### src/rtl/cache_arbiter.sv
// rtl/cache_arbiter.sv - round-robin arbiter sharing one memory port between I-cache and D-cache
//
// Purpose: grants the single cacheline-adaptor port to either the I-cache fill
// path or the D-cache fill/writeback path, one transaction at a time, holding
// the grant until mem_resp and then inserting one idle RECOVER cycle.
//
// Ports:
//   clk, rst                 clock, asynchronous active-low reset
//   i_read, i_address        I-cache fill request and line address
//   i_rdata, i_resp          fill data (always mem_rdata) and completion to I-cache
//   d_read, d_write          D-cache fill / writeback requests
//   d_address, d_wdata       D-cache line address and writeback data
//   d_rdata, d_resp          fill data (always mem_rdata) and completion to D-cache
//   mem_read, mem_write      memory strobes (decoded from state only)
//   mem_address, mem_wdata   latched address / write data of the granted request
//   mem_rdata, mem_resp      memory read data and completion
module cache_arbiter #(
    parameter int LINE_W = 256,
    parameter int ADDR_W = 32
) (
    input  logic              clk,
    input  logic              rst,
    input  logic              i_read,
    input  logic [ADDR_W-1:0] i_address,
    output logic [LINE_W-1:0] i_rdata,
    output logic              i_resp,
    input  logic              d_read,
    input  logic              d_write,
    input  logic [ADDR_W-1:0] d_address,
    input  logic [LINE_W-1:0] d_wdata,
    output logic [LINE_W-1:0] d_rdata,
    output logic              d_resp,
    output logic              mem_read,
    output logic              mem_write,
    output logic [ADDR_W-1:0] mem_address,
    output logic [LINE_W-1:0] mem_wdata,
    input  logic [LINE_W-1:0] mem_rdata,
    input  logic              mem_resp
);

    typedef enum logic [1:0] {
        IDLE    = 2'd0,
        SERVE_I = 2'd1,
        SERVE_D = 2'd2,
        RECOVER = 2'd3
    } state_t;

    state_t            state_q, state_d;
    logic              last_grant_q, last_grant_d;   // 1: D was granted most recently
    logic [ADDR_W-1:0] addr_q, addr_d;
    logic [LINE_W-1:0] wdata_q, wdata_d;
    logic              write_q, write_d;
    // Wait counters keep their plain names so they can be probed hierarchically.
    logic [15:0]       i_wait_cnt, i_wait_cnt_d;
    logic [15:0]       d_wait_cnt, d_wait_cnt_d;

    logic              i_req, d_req;
    logic              grant_i, grant_d;

    // State register and datapath latches.
    always_ff @(posedge clk or negedge rst) begin
        if (!rst) begin
            state_q      <= IDLE;
            last_grant_q <= 1'b1;
            addr_q       <= '0;
            wdata_q      <= '0;
            write_q      <= 1'b0;
            i_wait_cnt   <= '0;
            d_wait_cnt   <= '0;
        end else begin
            state_q      <= state_d;
            last_grant_q <= last_grant_d;
            addr_q       <= addr_d;
            wdata_q      <= wdata_d;
            write_q      <= write_d;
            i_wait_cnt   <= i_wait_cnt_d;
            d_wait_cnt   <= d_wait_cnt_d;
        end
    end

    // Grant decision: only in IDLE; on a tie the side not granted last wins.
    always_comb begin
        i_req   = i_read;
        d_req   = d_read | d_write;
        grant_i = 1'b0;
        grant_d = 1'b0;
        if (state_q == IDLE) begin
            if (i_req && d_req) begin
                grant_i = last_grant_q;
                grant_d = ~last_grant_q;
            end else begin
                grant_i = i_req;
                grant_d = d_req;
            end
        end
    end

    // Next-state logic.
    always_comb begin
        state_d = state_q;
        unique case (state_q)
            IDLE: begin
                if (grant_i) begin
                    state_d = SERVE_I;
                end else if (grant_d) begin
                    state_d = SERVE_D;
                end
            end
            SERVE_I: if (mem_resp) state_d = RECOVER;
            SERVE_D: if (mem_resp) state_d = RECOVER;
            RECOVER: state_d = IDLE;
            default: state_d = IDLE;
        endcase
    end

    // Latches captured at grant time, plus the saturating wait counters.
    always_comb begin
        last_grant_d = last_grant_q;
        addr_d       = addr_q;
        wdata_d      = wdata_q;
        write_d      = write_q;
        if (grant_i) begin
            addr_d       = i_address;
            write_d      = 1'b0;
            last_grant_d = 1'b0;
        end
        if (grant_d) begin
            addr_d       = d_address;
            wdata_d      = d_wdata;
            write_d      = d_write;          // writeback wins when both are raised
            last_grant_d = 1'b1;
        end

        i_wait_cnt_d = i_wait_cnt;
        if (grant_i) begin
            i_wait_cnt_d = '0;
        end else if (i_req && (state_q != SERVE_I) && (i_wait_cnt != 16'hFFFF)) begin
            i_wait_cnt_d = i_wait_cnt + 16'd1;
        end

        d_wait_cnt_d = d_wait_cnt;
        if (grant_d) begin
            d_wait_cnt_d = '0;
        end else if (d_req && (state_q != SERVE_D) && (d_wait_cnt != 16'hFFFF)) begin
            d_wait_cnt_d = d_wait_cnt + 16'd1;
        end
    end

    // Outputs: strobes are Moore; resp is gated by ownership so a stray
    // mem_resp in IDLE/RECOVER or for the other side never leaks through.
    always_comb begin
        mem_read    = (state_q == SERVE_I) || ((state_q == SERVE_D) && !write_q);
        mem_write   = (state_q == SERVE_D) && write_q;
        mem_address = addr_q;
        mem_wdata   = wdata_q;
        i_resp      = (state_q == SERVE_I) && mem_resp;
        d_resp      = (state_q == SERVE_D) && mem_resp;
        i_rdata     = mem_rdata;
        d_rdata     = mem_rdata;
    end

endmodule

### config.mk
export PLATFORM = sky130hd
export DESIGN_NAME = cache_arbiter
export DESIGN_NICKNAME = d
export VERILOG_FILES = /design/src/rtl/cache_arbiter.sv
export SDC_FILE = /design/constraint.sdc
export NUM_CORES = 1
export LEC_CHECK = 0
export BUFFER_PORTS_ARGS = -buffer_cell sky130_fd_sc_hd__clkbuf_2
export CAP_MARGIN = 15
export CORE_AREA = 2 2 534 536
export DETAILED_ROUTE_END_ITERATION = 6
export DIE_AREA = 0 0 536 538
export SYNTH_ARGS = -nofsm -noshare
export SYNTH_HDL_FRONTEND = slang
export SYNTH_SLANG_ARGS = --single-unit
### constraint.sdc
create_clock -name clk -period 2.1 [get_ports clk]
set_input_delay 0.105 -clock clk [delete_from_list [all_inputs] [get_ports clk]]
set_output_delay 0.105 -clock clk [all_outputs]
set_load 0.02 [all_outputs]
==> results of run 1 <==
cells by family (layout without fill, tap and decap cells):
family	after synthesis	count (layout)	synth area share (%)
DFF	292	292	48.12
other	0	10	0
adders and majority gates	4	4	0.3296
AOI/OAI and AO/OA	105	105	3.955
buffers and inverters	566	1059	27.30
muxes	258	258	19.11
and+or+nand+nor	44	44	1.178
routing by layer:
layer	global-route usage [%]	wire (µm)	vias up
met5	1.020	430	-
met4	5.852	10040	8
met3	10.69	35810	549
met2	13.59	57970	1205
met1	7.455	38220	5605
li1	-	-	4654
tightest hold or removal path: cells and delay by family:
kind,cells,cell delay [ns]
buffers and inverters,1,0.23
and+or+nand+nor,2,0.18
AOI/OAI and AO/OA,1,0.23
cells in the final DEF (no fill, tap or decap), types with 3 or more instances in the layout:
cell type	synthesis	layout
sky130_fd_sc_hd__buf_4	538	22
sky130_fd_sc_hd__a21oi_1	31	31
sky130_fd_sc_hd__clkinv_2	0	5
sky130_fd_sc_hd__dlygate4sd3_1	0	326
sky130_fd_sc_hd__clkbuf_16	0	45
sky130_fd_sc_hd__a31oi_1	32	32
sky130_fd_sc_hd__diode_2	0	10
sky130_fd_sc_hd__buf_12	0	13
sky130_fd_sc_hd__mux2_2	27	27
sky130_fd_sc_hd__o21ai_0	33	33
sky130_fd_sc_hd__dfrtp_1	291	291
sky130_fd_sc_hd__clkbuf_1	21	5
sky130_fd_sc_hd__clkbuf_8	0	3
sky130_fd_sc_hd__mux2_1	229	229
sky130_fd_sc_hd__clkbuf_4	0	3
sky130_fd_sc_hd__clkbuf_2	0	612
sky130_fd_sc_hd__bufinv_16	0	8
sky130_fd_sc_hd__ha_1	4	3
sky130_fd_sc_hd__inv_1	5	4
sky130_fd_sc_hd__clkinv_4	0	3
sky130_fd_sc_hd__nand2_1	4	3
sky130_fd_sc_hd__nor2_1	34	33
sky130_fd_sc_hd__clkinvlp_4	0	4
power by group through the flow:
| stage | clock [mW] | sequential [mW] | combinational (mW) |
|---|---|---|---|
| 2_1_floorplan | 0 | 13.5 | 5.58 |
| 6_report | 8.23 | 10.6 | 18.3 |
| 4_1_cts | 8.72 | 10.6 | 19.1 |
| 3_5_place_dp | 0 | 10.6 | 18.4 |
| 3_3_place_gp | 0 | 10.5 | 18.3 |
| 5_1_grt | 8.81 | 10.9 | 20.1 |
worst min path at each step:
stage	startpoint	end	cells past startpoint
floorplan	rst	mem_address[0]	0
global placement	rst	mem_wdata[227]	1
detailed placement	rst	mem_wdata[232]	1
CTS	d_read	last_grant_q	4
global route	d_read	last_grant_q	4
finish	d_read	last_grant_q	4
timing repair:
action,in CTS,in global routing
resized for setup,4,3
setup endpoints to repair,19,174
hold buffers,327,0
endpoints found under the hold margin,582,0
area by class of cell:
cell class / count / share of cell area, %
diodes: 10 / 0.1036
inverters: 5 / 0.07767
clock buffers: 53 / 4.909
well taps: 3762 / 19.48
flip-flops and latches: 292 / 30.24
repair buffers: 978 / 28.12
multi-input cells: 411 / 15.62
clock inverters: 23 / 1.450
state kept, by name, summed over array words and instances (netlist names):
name,count
state_q,2
mem_wdata,256
mem_address,32
write_q,1
last_grant_q,1
metrics by stage:
step | area (µm²) | utilization (%) | setup WS (ns) | std cells
floorplan | 15190 | - | 0.2168 | 1269
global placement | 19310 | 6.816 | 0.04404 | 5121
detailed placement | 19310 | 6.816 | 0.01629 | 5121
CTS | 24130 | 8.521 | 0.001345 | 5524
global route | 24160 | 8.529 | -0.02576 | 5532
finish | 24160 | 8.531 | 0.06348 | 5534
==> flow_summary.rst, run 1 <==
.. list-table::
   :header-rows: 1

   * - Metric
     - Value
   * - Final Cycle Share
     - 96.98%
   * - Max_slew headroom
     - 35.18%
   * - Fraction of final layout cells with drive strength greater than 1
     - 43.19%
   * - Die Span Y
     - 538 µm
   * - R2r startpoint
     - state_q[1]
   * - Total clock buffers created by CTS
     - 42
   * - Final hold slack
     - 0.08751 ns
   * - Fmax achieved
     - 0.4910 GHz
   * - Initial antenna violation count
     - 68
   * - Cell types with the largest area share after synthesis
     - sky130_fd_sc_hd__dfrtp_1, sky130_fd_sc_hd__buf_4, sky130_fd_sc_hd__mux2_1
   * - Standard cell with the maximum stage delay on the critical path
     - sky130_fd_sc_hd__dfrtp_1
   * - Delay of the slowest cell on the worst path
     - 0.38 ns
   * - X dimension of the die
     - 536 µm
   * - Number of synthesized register bits
     - 292
   * - Number of flops mapped to enable cells by yosys
     - 0
   * - Crit Path Category
     - flop to flop
   * - Hold Crit Class
     - input port to flop
   * - Number of I/O port buffers
     - 617
   * - Capturing point of the worst reg2reg path
     - mem_wdata[73]
   * - Total Power
     - 37.12 mW
   * - Combinational group share of total power
     - 49.4%
   * - Area growth from synthesis to final layout
     - 59.11%
   * - Starting Density
     - 5.362%
   * - Cell mode on critical path
     - sky130_fd_sc_hd__buf_12
   * - Async set-or-reset flop fraction in the synthesized netlist
     - 100.0%
   * - Family of cells with the greatest summed delay on the critical path
     - buffers and inverters
   * - Residual DRC count
     - 0
   * - Share of total power consumed by net switching
     - between 40% and 50%
   * - Nets in the synthesized netlist
     - 1855
   * - Maxcap violations
     - 0
   * - Worst r2r path cells
     - 7
   * - Gate count of the mapped netlist
     - roughly 1300
   * - Max Transition Viols Final
     - 0
   * - Setup TNS
     - 0 ns
   * - Maximum fanout count along the critical path
     - 34
   * - Sum of routed wire length over all layers
     - about 140000 µm
   * - Endpoint arrival time on the critical path
     - about 2.6 ns
   * - Post-CTS clock slew at the launch and capture registers of the worst setup and hold paths
     - 0.06 ns
   * - Power Dens Cells
     - 1536 mW/mm²
   * - Synthesis warning total
     - 0
   * - DR vias/cell
     - ~2.2
   * - Placeable core area
     - 0.2832 mm²
   * - Synth top area share
     - 47.95%
   * - Summed instance area of the synthesized netlist
     - 0.01519 mm²
   * - Timing startpoint of the critical path
     - state_q[1]
   * - Switching component of the power
     - 18.28 mW
   * - Final Skew
     - just under 0.03 ns
   * - Vias in the first global route
     - 12740
   * - Sequential standard cell area
     - 0.007308 mm²
   * - Net count reported at finish
     - about 2300
   * - Critical path buffers and inverters
     - 3
   * - Status
     - finished, final reports clean
   * - Post-DP HPWL
     - around 120000 µm
   * - Leading cell types by count after synthesis
     - sky130_fd_sc_hd__buf_4, sky130_fd_sc_hd__dfrtp_1, sky130_fd_sc_hd__mux2_1, sky130_fd_sc_hd__nor2_1, sky130_fd_sc_hd__o21ai_0
   * - Global route total overflow
     - 0
   * - Count of standard-cell rows
     - 196
   * - Mean Syn Cell Area
     - 11.97 µm²
   * - Worst-skew pair later-pin latency
     - about 0.66 ns
   * - Data required time at the worst endpoint
     - 2.63 ns
   * - Post CTS Setup Buffer Count
     - 0
   * - Max IR drop VDD
     - 0.6319 mV
   * - Combined global-route utilization of all metal layers
     - a little under a tenth
   * - Area of the multi-input gates
     - 0.003775 mm²
   * - Cell leakage power
     - 9.779 nW
   * - Setup violations, final
     - 0
   * - Final number of hold-violating endpoints
     - 0
   * - Largest area contributor in the netlist
     - sky130_fd_sc_hd__dfrtp_1
   * - Final weighted congestion in routability-driven placement
     - 0.8649
   * - Endpoint of the worst setup timing path
     - mem_wdata[73]
   * - Minimum clock period
     - 2.037 ns
   * - Number of different library cells in the post-synthesis netlist
     - 28
   * - Pin count of the biggest net entering global routing
     - between 60 and 70
   * - Clock tree from TritonCTS
     - done
   * - Unrepaired setup endpoints after global routing
     - true
   * - Type of destination of the critical path
     - flop
   * - Detailed-route wire length per cell
     - 25.74 µm
   * - # H-tree levels
     - 2
   * - First-pass GRT wire length
     - between 150000 and 200000 µm
   * - Die Area
     - 0.2884 mm²
   * - Maximum buffer depth of the clock tree
     - 3
   * - Critical Path Source Type
     - flop
   * - Cell Int Power
     - 18.84 mW
   * - Filler cell count
     - 32780
   * - Dominant register cell in the synthesized netlist
     - sky130_fd_sc_hd__dfrtp_1
   * - Clk sink count
     - 292
   * - Sequential cell fraction of total power
     - 28.5%
   * - Reg-to-reg setup timing slack
     - 0.06 ns
   * - Critical-path cell list
     - inv_1 -> ha_2 -> a21boi_4 -> nand2_4 -> buf_12 -> buf_12 -> mux2_1
   * - Starting DRC count in detailed routing
     - roughly 870
   * - I/O pin count
     - 1386
   * - Post-route ant nets
     - 0
   * - Cell with the most instances after synthesis
     - sky130_fd_sc_hd__buf_4
   * - Sequential cell area fraction in the yosys report
     - around half
   * - First-pass iteration count of the detailed router
     - 7
   * - Slew of the pin with the lowest slew margin
     - ~0.97 ns
   * - Critical path depth in cells
     - 7
   * - Vias
     - ~12000
   * - Root buf cell
     - sky130_fd_sc_hd__clkbuf_16
   * - Clock network power share
     - 22.2%
(Power assumes the default switching activity.)
==> run 2: changes to the inputs <==
Settings changed: ABC_AREA from default to 1, CORE_AREA 2 2 534 536 to 2 2 537 539, DIE_AREA 0 0 536 538 to 0 0 539 541, SLEW_MARGIN from default to 40.
==> run 2 against run 1 <==
  * Sequential cell count stayed put
  * Sequential share of layout area shrank 0.17 points
  * Largest cell class unchanged
  * Cell area increased by 0.56%
  * Register-to-register slack better by 0.05 ns
  * Hold slack got worse by 0.030 ns
  * Power down 5.7%
  * Highest routed layer unchanged
  * Critical endpoint is now mem_address[1]
  * Clock power fell by 21%
  * Critical path type unchanged
  * Synthesized area rose by 3.9%
==> flow_summary.rst, run 2 <==
.. list-table::
   :header-rows: 1

   * - Metric
     - Value
   * - Critical path depth in cells
     - 7
   * - Summed instance area of the synthesized netlist
     - 0.01579 mm²
   * - Async set-or-reset flop fraction in the synthesized netlist
     - 100.0%
   * - Largest area contributor in the netlist
     - sky130_fd_sc_hd__dfrtp_1
   * - Number of synthesized register bits
     - approximately 290
   * - Root buf cell
     - sky130_fd_sc_hd__clkbuf_16
   * - Max_slew headroom
     - 59.55%
   * - Data required time at the worst endpoint
     - 2.66 ns
   * - Worst r2r path cells
     - 7
   * - Post-DP HPWL
     - 159800 µm
   * - Maxcap violations
     - 0
   * - Count of standard-cell rows
     - 197
   * - Power Dens Cells
     - 1441 mW/mm²
   * - Number of flops mapped to enable cells by yosys
     - 0
   * - Vias
     - 14760
   * - Final Skew
     - 0.04156 ns
   * - Number of I/O port buffers
     - 617
   * - Max Transition Viols Final
     - 0
   * - Placeable core area
     - 0.2864 mm²
   * - Critical path buffers and inverters
     - 3
   * - Total clock buffers created by CTS
     - 38
   * - Family of cells with the greatest summed delay on the critical path
     - buffers and inverters
   * - Global route total overflow
     - 0
   * - Nets in the synthesized netlist
     - ~2500
   * - Number of different library cells in the post-synthesis netlist
     - 17
   * - Cell types with the largest area share after synthesis
     - sky130_fd_sc_hd__dfrtp_1, sky130_fd_sc_hd__buf_4, sky130_fd_sc_hd__nand2_1
   * - Minimum clock period
     - slightly below 2 ns
   * - Pin count of the biggest net entering global routing
     - 72
   * - Leading cell types by count after synthesis
     - sky130_fd_sc_hd__nand2_1, sky130_fd_sc_hd__buf_4, sky130_fd_sc_hd__dfrtp_1, sky130_fd_sc_hd__inv_1, sky130_fd_sc_hd__nand3_1
   * - Detailed-route wire length per cell
     - 28.82 µm
   * - Clock tree from TritonCTS
     - done
   * - Unrepaired setup endpoints after global routing
     - false
   * - # H-tree levels
     - 2
   * - Fraction of final layout cells with drive strength greater than 1
     - 30.77%
   * - Status
     - finished, final reports clean
   * - First-pass GRT wire length
     - 211300 µm
   * - Critical-path cell list
     - inv_1 -> ha_2 -> buf_4 -> nand4_1 -> nand3_1 -> dlygate4sd3_1 -> nand2_1
   * - Critical Path Source Type
     - flop
   * - Standard cell with the maximum stage delay on the critical path
     - sky130_fd_sc_hd__dlygate4sd3_1
   * - Delay of the slowest cell on the worst path
     - about 0.55 ns
   * - Number of flip-flops under the largest register name
     - roughly 260
   * - Cell with the most instances after synthesis
     - sky130_fd_sc_hd__nand2_1
   * - Cell leakage power
     - 11.57 nW
   * - First-pass iteration count of the detailed router
     - 5
   * - Sequential cell area fraction in the yosys report
     - between 40% and 50%
   * - Combinational group share of total power
     - 51.6%
   * - Synth top area share
     - 46.13%
   * - Post-route ant nets
     - 0
   * - Starting Density
     - roughly 5.5%
   * - Hold Crit Class
     - input port to asynchronous set/reset pin
   * - Net count reported at finish
     - just under 3000
   * - X dimension of the die
     - 539 µm
   * - Die Area
     - 0.2916 mm²
   * - Setup violations, final
     - 0
   * - Mean Syn Cell Area
     - about 8.2 µm²
   * - DR vias/cell
     - 2.388
   * - Switching component of the power
     - 18.27 mW
   * - Most common cell after layout, fill and taps aside
     - sky130_fd_sc_hd__nand2_1
   * - Residual DRC count
     - 0
   * - Worst-skew pair later-pin latency
     - ~0.66 ns
   * - Final number of hold-violating endpoints
     - 0
   * - Gate count of the mapped netlist
     - 1919
   * - Sequential cell fraction of total power
     - between 20% and 30%
   * - Worst Setup Slack, final
     - 0.1181 ns
   * - Post-CTS clock slew at the launch and capture registers of the worst setup and hold paths
     - ~0.070 ns
   * - Fmax achieved
     - 0.5046 GHz
   * - Cell Int Power
     - 16.75 mW
   * - Crit Path Category
     - flop to flop
   * - Endpoint arrival time on the critical path
     - between 2 and 3 ns
   * - Slew of the pin with the lowest slew margin
     - 0.6067 ns
   * - Final Util
     - 8.484%
   * - Placement Setup Slack
     - 0.1904 ns
   * - Clk sink count
     - 292
   * - Sum of routed wire length over all layers
     - around 180000 µm
   * - Type of destination of the critical path
     - flop
   * - Initial antenna violation count
     - 80
   * - I/O pin count
     - roughly 1400
   * - Area growth from synthesis to final layout
     - 53.94%
   * - Total Power
     - between 30 and 40 mW
   * - Filler cell count
     - 33650
   * - Dominant register cell in the synthesized netlist
     - sky130_fd_sc_hd__dfrtp_1
   * - Max IR drop VDD
     - approximately 0.79 mV
   * - Clock network power share
     - roughly a fifth
   * - Setup TNS
     - 0 ns
   * - Vias in the first global route
     - 14670
   * - Maximum fanout count along the critical path
     - 13
   * - Final weighted congestion in routability-driven placement
     - 0.9958
   * - Starting DRC count in detailed routing
     - about 1200
   * - Synthesis warning total
     - 0
   * - Final Cycle Share
     - a little over nine tenths
   * - Top library cells by usage in the layout, fill and taps aside
     - sky130_fd_sc_hd__nand2_1, sky130_fd_sc_hd__clkbuf_2, sky130_fd_sc_hd__dlygate4sd3_1, sky130_fd_sc_hd__dfrtp_1, sky130_fd_sc_hd__inv_1
   * - Die Span Y
     - approximately 540 µm
   * - Combined global-route utilization of all metal layers
     - a little under an eighth
   * - Maximum buffer depth of the clock tree
     - 3
   * - Share of total power consumed by net switching
     - 52.17%
==> run 2: cell count changes after synthesis, moves of 32 or more <==
| cell | before | now |
|---|---|---|
| sky130_fd_sc_hd__a31oi_1 | 32 | 0 |
| sky130_fd_sc_hd__buf_2 | 2 | 36 |
| sky130_fd_sc_hd__inv_1 | 5 | 74 |
| sky130_fd_sc_hd__mux2_1 | 229 | 0 |
| sky130_fd_sc_hd__nand2_1 | 4 | 850 |
| sky130_fd_sc_hd__nand3_1 | 1 | 66 |
| sky130_fd_sc_hd__nand4_1 | 0 | 32 |
| sky130_fd_sc_hd__nor2_1 | 34 | 1 |
==> run 2: final timing paths <==
kind | to | startpoint | slack [ns]
worst max-delay path | mem_address[1] | state_q[0] | 0.12
worst min-delay path | mem_wdata[97] | rst | 0.06
worst max register to register | mem_address[1] | state_q[0] | 0.12
worst min register to register | mem_wdata[243] | mem_wdata[243] | 0.47
max in group asynchronous | mem_wdata[99] | rst | 1.08
min in group clk | mem_wdata[54] | d_wdata[54] | 0.21
==> run 2: timing repair <==
| item | 4_1_cts | 5_1_grt |
|---|---|---|
| gates resized for setup | 2 | 2 |
| pin swaps | 0 | 1 |
| hold buffers | 326 | 0 |
| setup buffers | 0 | 1 |
| setup endpoints to repair | 1 | 2 |
| endpoints found under the hold margin | 582 | 0 |
==> run 2: cells by family after synthesis <==
family | after synthesis | share of synthesized area (%)
and+or+nand+nor | 951 | 23.70
buffers and inverters | 667 | 29.51
DFF | 292 | 46.30
AOI/OAI and AO/OA | 5 | 0.1744
adders and majority gates | 4 | 0.3171
==> run 2: stage by stage <==
step	hold WS, ns	instances	area [µm²]
after floorplan	-0.1906	1919	15790
after global placement	0.08894	5779	19840
after detailed placement	0.08517	5779	19840
after CTS	0.002374	6169	24250
after global routing	0.03287	6173	24280
final	0.05775	6182	24300
==> run 2: layout make-up <==
class	instances	area, µm²	share of cell area [%]
Clock inverter	11	95.09	0.3913
Clock buffer	53	1047	4.310
Tap cell	3781	4731	19.47
Sequential cell	292	7308	30.08
Antenna cell	12	30.03	0.1236
Inverter	76	292.8	1.205
Multi-Input combinational cell	960	3839	15.80
Timing Repair Buffer	997	6957	28.63
==> run 2: layer usage <==
metal	track usage (%)	share of wire, %
met5	0.01644	0.062
met4	7.058	7.1
met1	8.157	23
met2	16.52	39
met3	15.85	30
==> run 2: power by group through the flow <==
stage	logic, mW	registers (mW)	clock network (mW)
after floorplan	6.76	13.1	0
after global placement	17.8	10.3	0
after detailed placement	17.8	10.3	0
after CTS	18.5	10.3	6.79
after global routing	19.8	10.7	6.92
final	18.1	10.4	6.50
==> run 3: changes to the inputs <==
Settings changed: CORE_AREA 2 2 537 539 to 2 2 533 535, DIE_AREA 0 0 539 541 to 0 0 535 537.
Clock period 2.1 ns to 2.55 ns, I/O delays scaled along.
==> run 3 against run 2 <==
  * Wire length down 2.5%
  * Sequential share of layout area is 0.065 points higher
  * Global-route usage shrank 0.19 points
  * Sequential cell count unchanged
  * Clock skew decreased by 0.019 ns
  * Via count up 0.38%
  * Highest routed layer unchanged
  * Largest cell class unchanged
==> flow_summary.rst, run 3 (synthesis results as in run 2) <==
.. list-table::
   :header-rows: 1

   * - Metric
     - Value
   * - Status
     - finished, final reports clean
   * - Post-CTS clock slew at the launch and capture registers of the worst setup and hold paths
     - around 0.060 ns
   * - Vias
     - 14820
   * - Final weighted congestion in routability-driven placement
     - just over 0.9
   * - Clk sink count
     - 292
   * - # H-tree levels
     - 2
   * - Post-DP HPWL
     - 152500 µm
   * - Unrepaired setup endpoints after global routing
     - false
   * - Global route total overflow
     - 0
   * - Power Dens Cells
     - 1207 mW/mm²
   * - Most common cell after layout, fill and taps aside
     - sky130_fd_sc_hd__nand2_1
   * - Hold Crit Endpoint
     - mem_address[3]
   * - Fmax achieved
     - around 0.42 GHz
   * - Filler cell count
     - ~33000
   * - First-pass GRT wire length
     - 205300 µm
   * - Final number of hold-violating endpoints
     - 0
   * - Final Cycle Share
     - between 90% and 100%
   * - Area post-placement
     - just under 0.02 mm²
   * - Total clock buffers created by CTS
     - 40
   * - Maximum fanout count along the critical path
     - 24
   * - Residual DRC count
     - 0
   * - Cell leakage power
     - between 10 and 15 nW
   * - Count of standard-cell rows
     - ~200
   * - Worst-skew pair later-pin latency
     - 0.65 ns
   * - Worst r2r path cells
     - 8
   * - Slew of the pin with the lowest slew margin
     - 0.7527 ns
   * - X dimension of the die
     - 535 µm
   * - DR vias/cell
     - 2.416
   * - Combined global-route utilization of all metal layers
     - 11.58%
   * - Root buf cell
     - sky130_fd_sc_hd__clkbuf_16
   * - Post-route ant nets
     - 0
   * - Sequential standard cell area
     - around 0.0073 mm²
   * - Die Area
     - 0.2873 mm²
   * - Starting Density
     - 5.611%
   * - Vias in the first global route
     - 14680
   * - Endpoint arrival time on the critical path
     - 2.97 ns
   * - Detailed-route wire length per cell
     - 28.32 µm
   * - Net count reported at finish
     - between 2000 and 3000
   * - Final Skew
     - 0.02279 ns
   * - Reg-to-reg setup timing slack
     - roughly 0.16 ns
   * - Final Util
     - 8.619%
   * - Area of the multi-input gates
     - 0.003844 mm²
   * - Critical Path Source Type
     - flop
   * - Max Transition Viols Final
     - 0
   * - Minimum clock period
     - 2.386 ns
   * - I/O pin count
     - 1386
   * - Data required time at the worst endpoint
     - roughly 3.1 ns
   * - Crit Path Category
     - flop to flop
   * - Hold Crit Class
     - input port to flop
   * - Setup TNS
     - 0 ns
   * - Maxcap violations
     - 0
   * - Area growth from synthesis to final layout
     - 53.61%
   * - Number of flip-flops under the largest register name
     - 256
   * - Initial antenna violation count
     - 93
   * - Timing startpoint of the critical path
     - state_q[0]
   * - Fraction of final layout cells with drive strength greater than 1
     - 30.37%
   * - First-pass iteration count of the detailed router
     - 5
   * - Type of destination of the critical path
     - flop
   * - R2r startpoint
     - state_q[0]
   * - Setup violations, final
     - 0
   * - Final non-filler cell area
     - ~0.024 mm²
   * - Number of stages on the worst hold path
     - 5
   * - Maximum buffer depth of the clock tree
     - 3
   * - Pin count of the biggest net entering global routing
     - 151
   * - Number of I/O port buffers
     - 617
   * - Worst Min Path Start
     - d_address[3]
   * - Top library cells by usage in the layout, fill and taps aside
     - sky130_fd_sc_hd__nand2_1, sky130_fd_sc_hd__clkbuf_2, sky130_fd_sc_hd__dlygate4sd3_1, sky130_fd_sc_hd__dfrtp_1, sky130_fd_sc_hd__inv_1
   * - Clock tree from TritonCTS
     - done
   * - Max IR drop VDD
     - 0.7287 mV
   * - Die Span Y
     - between 500 and 600 µm
   * - Capturing point of the worst reg2reg path
     - mem_address[28]
   * - Max_slew headroom
     - between 40% and 50%
   * - Sum of routed wire length over all layers
     - between 150000 and 200000 µm
   * - Placeable core area
     - 0.2813 mm²
   * - Starting DRC count in detailed routing
     - 1250
==> run 3: changes by cell type in the layout (fill, tap and decap cells not counted), sizes merged <==
cell / previous run / this run
clkinvlp: 0 / 2
diode: 12 / 20
buf: 55 / 29
clkbuf: 669 / 668
clkinv: 6 / 11
bufinv: 0 / 4
dlygate4sd3: 326 / 324
==> run 3: how the worst max path moves through the flow <==
stage                     slack (ns)  cells past startpoint         endpoint
final                           0.16                      8  mem_address[28]
after global routing           0.008                      8  mem_address[28]
after CTS                       0.03                      8  mem_address[20]
after detailed placement        0.38                      8   mem_address[7]
after global placement          0.38                      8   mem_address[7]
after floorplan                 1.06                      9   mem_wdata[246]
==> run 3: metal layers <==
metal | up-vias | global-route usage (%) | wire length, µm
li1 | 6171 | - | -
met1 | 6590 | 8.549 | 42740
met2 | 1427 | 16.05 | 68070
met3 | 612 | 14.51 | 48760
met4 | 20 | 7.449 | 13370
met5 | - | 1.727 | 804
==> run 3: where the power goes <==
part | internal (mW) | switching [mW]
combinational | 3.85 | 10.7
sequential | 6.92 | 1.60
clock | 3.46 | 2.72
==> run 3: metrics by stage <==
stage	total power [mW]	std cells	setup WS, ns	hold WS [ns]
after floorplan	16.35	1919	1.056	-0.1681
after global placement	22.56	5714	0.3775	0.1425
after detailed placement	22.64	5714	0.3774	0.1465
after CTS	29.80	6113	0.03224	0.01426
after global routing	31.29	6123	0.007618	0.06506
final	29.27	6134	0.1638	0.04163
==> run 3: repair_timing <==
action	4_1_cts	5_1_grt
setup buffers	0	0
setup endpoints to repair	0	12
hold buffers	325	0
endpoints found under the hold margin	500	0
gates resized for setup	0	1
==> run 3: layout make-up <==
class / instances / area share, %
diodes: 20 / 0.2064
clock buffers: 52 / 4.438
clock inverters: 22 / 1.233
inverters: 76 / 1.207
multi-input cells: 960 / 15.85
flip-flops and latches: 292 / 30.14
well taps: 3743 / 19.31
repair buffers: 969 / 27.61
==> run 3: worst max-delay path, cell delays in order, from the launching register on <==
cell                            delay, ns
sky130_fd_sc_hd__dfrtp_1             0.39
sky130_fd_sc_hd__inv_1               0.11
sky130_fd_sc_hd__ha_2                0.35
sky130_fd_sc_hd__buf_4               0.36
sky130_fd_sc_hd__nand2_2             0.13
sky130_fd_sc_hd__nand2_4             0.21
sky130_fd_sc_hd__nand3_1             0.11
sky130_fd_sc_hd__dlygate4sd3_1       0.57
sky130_fd_sc_hd__nand2_1             0.06
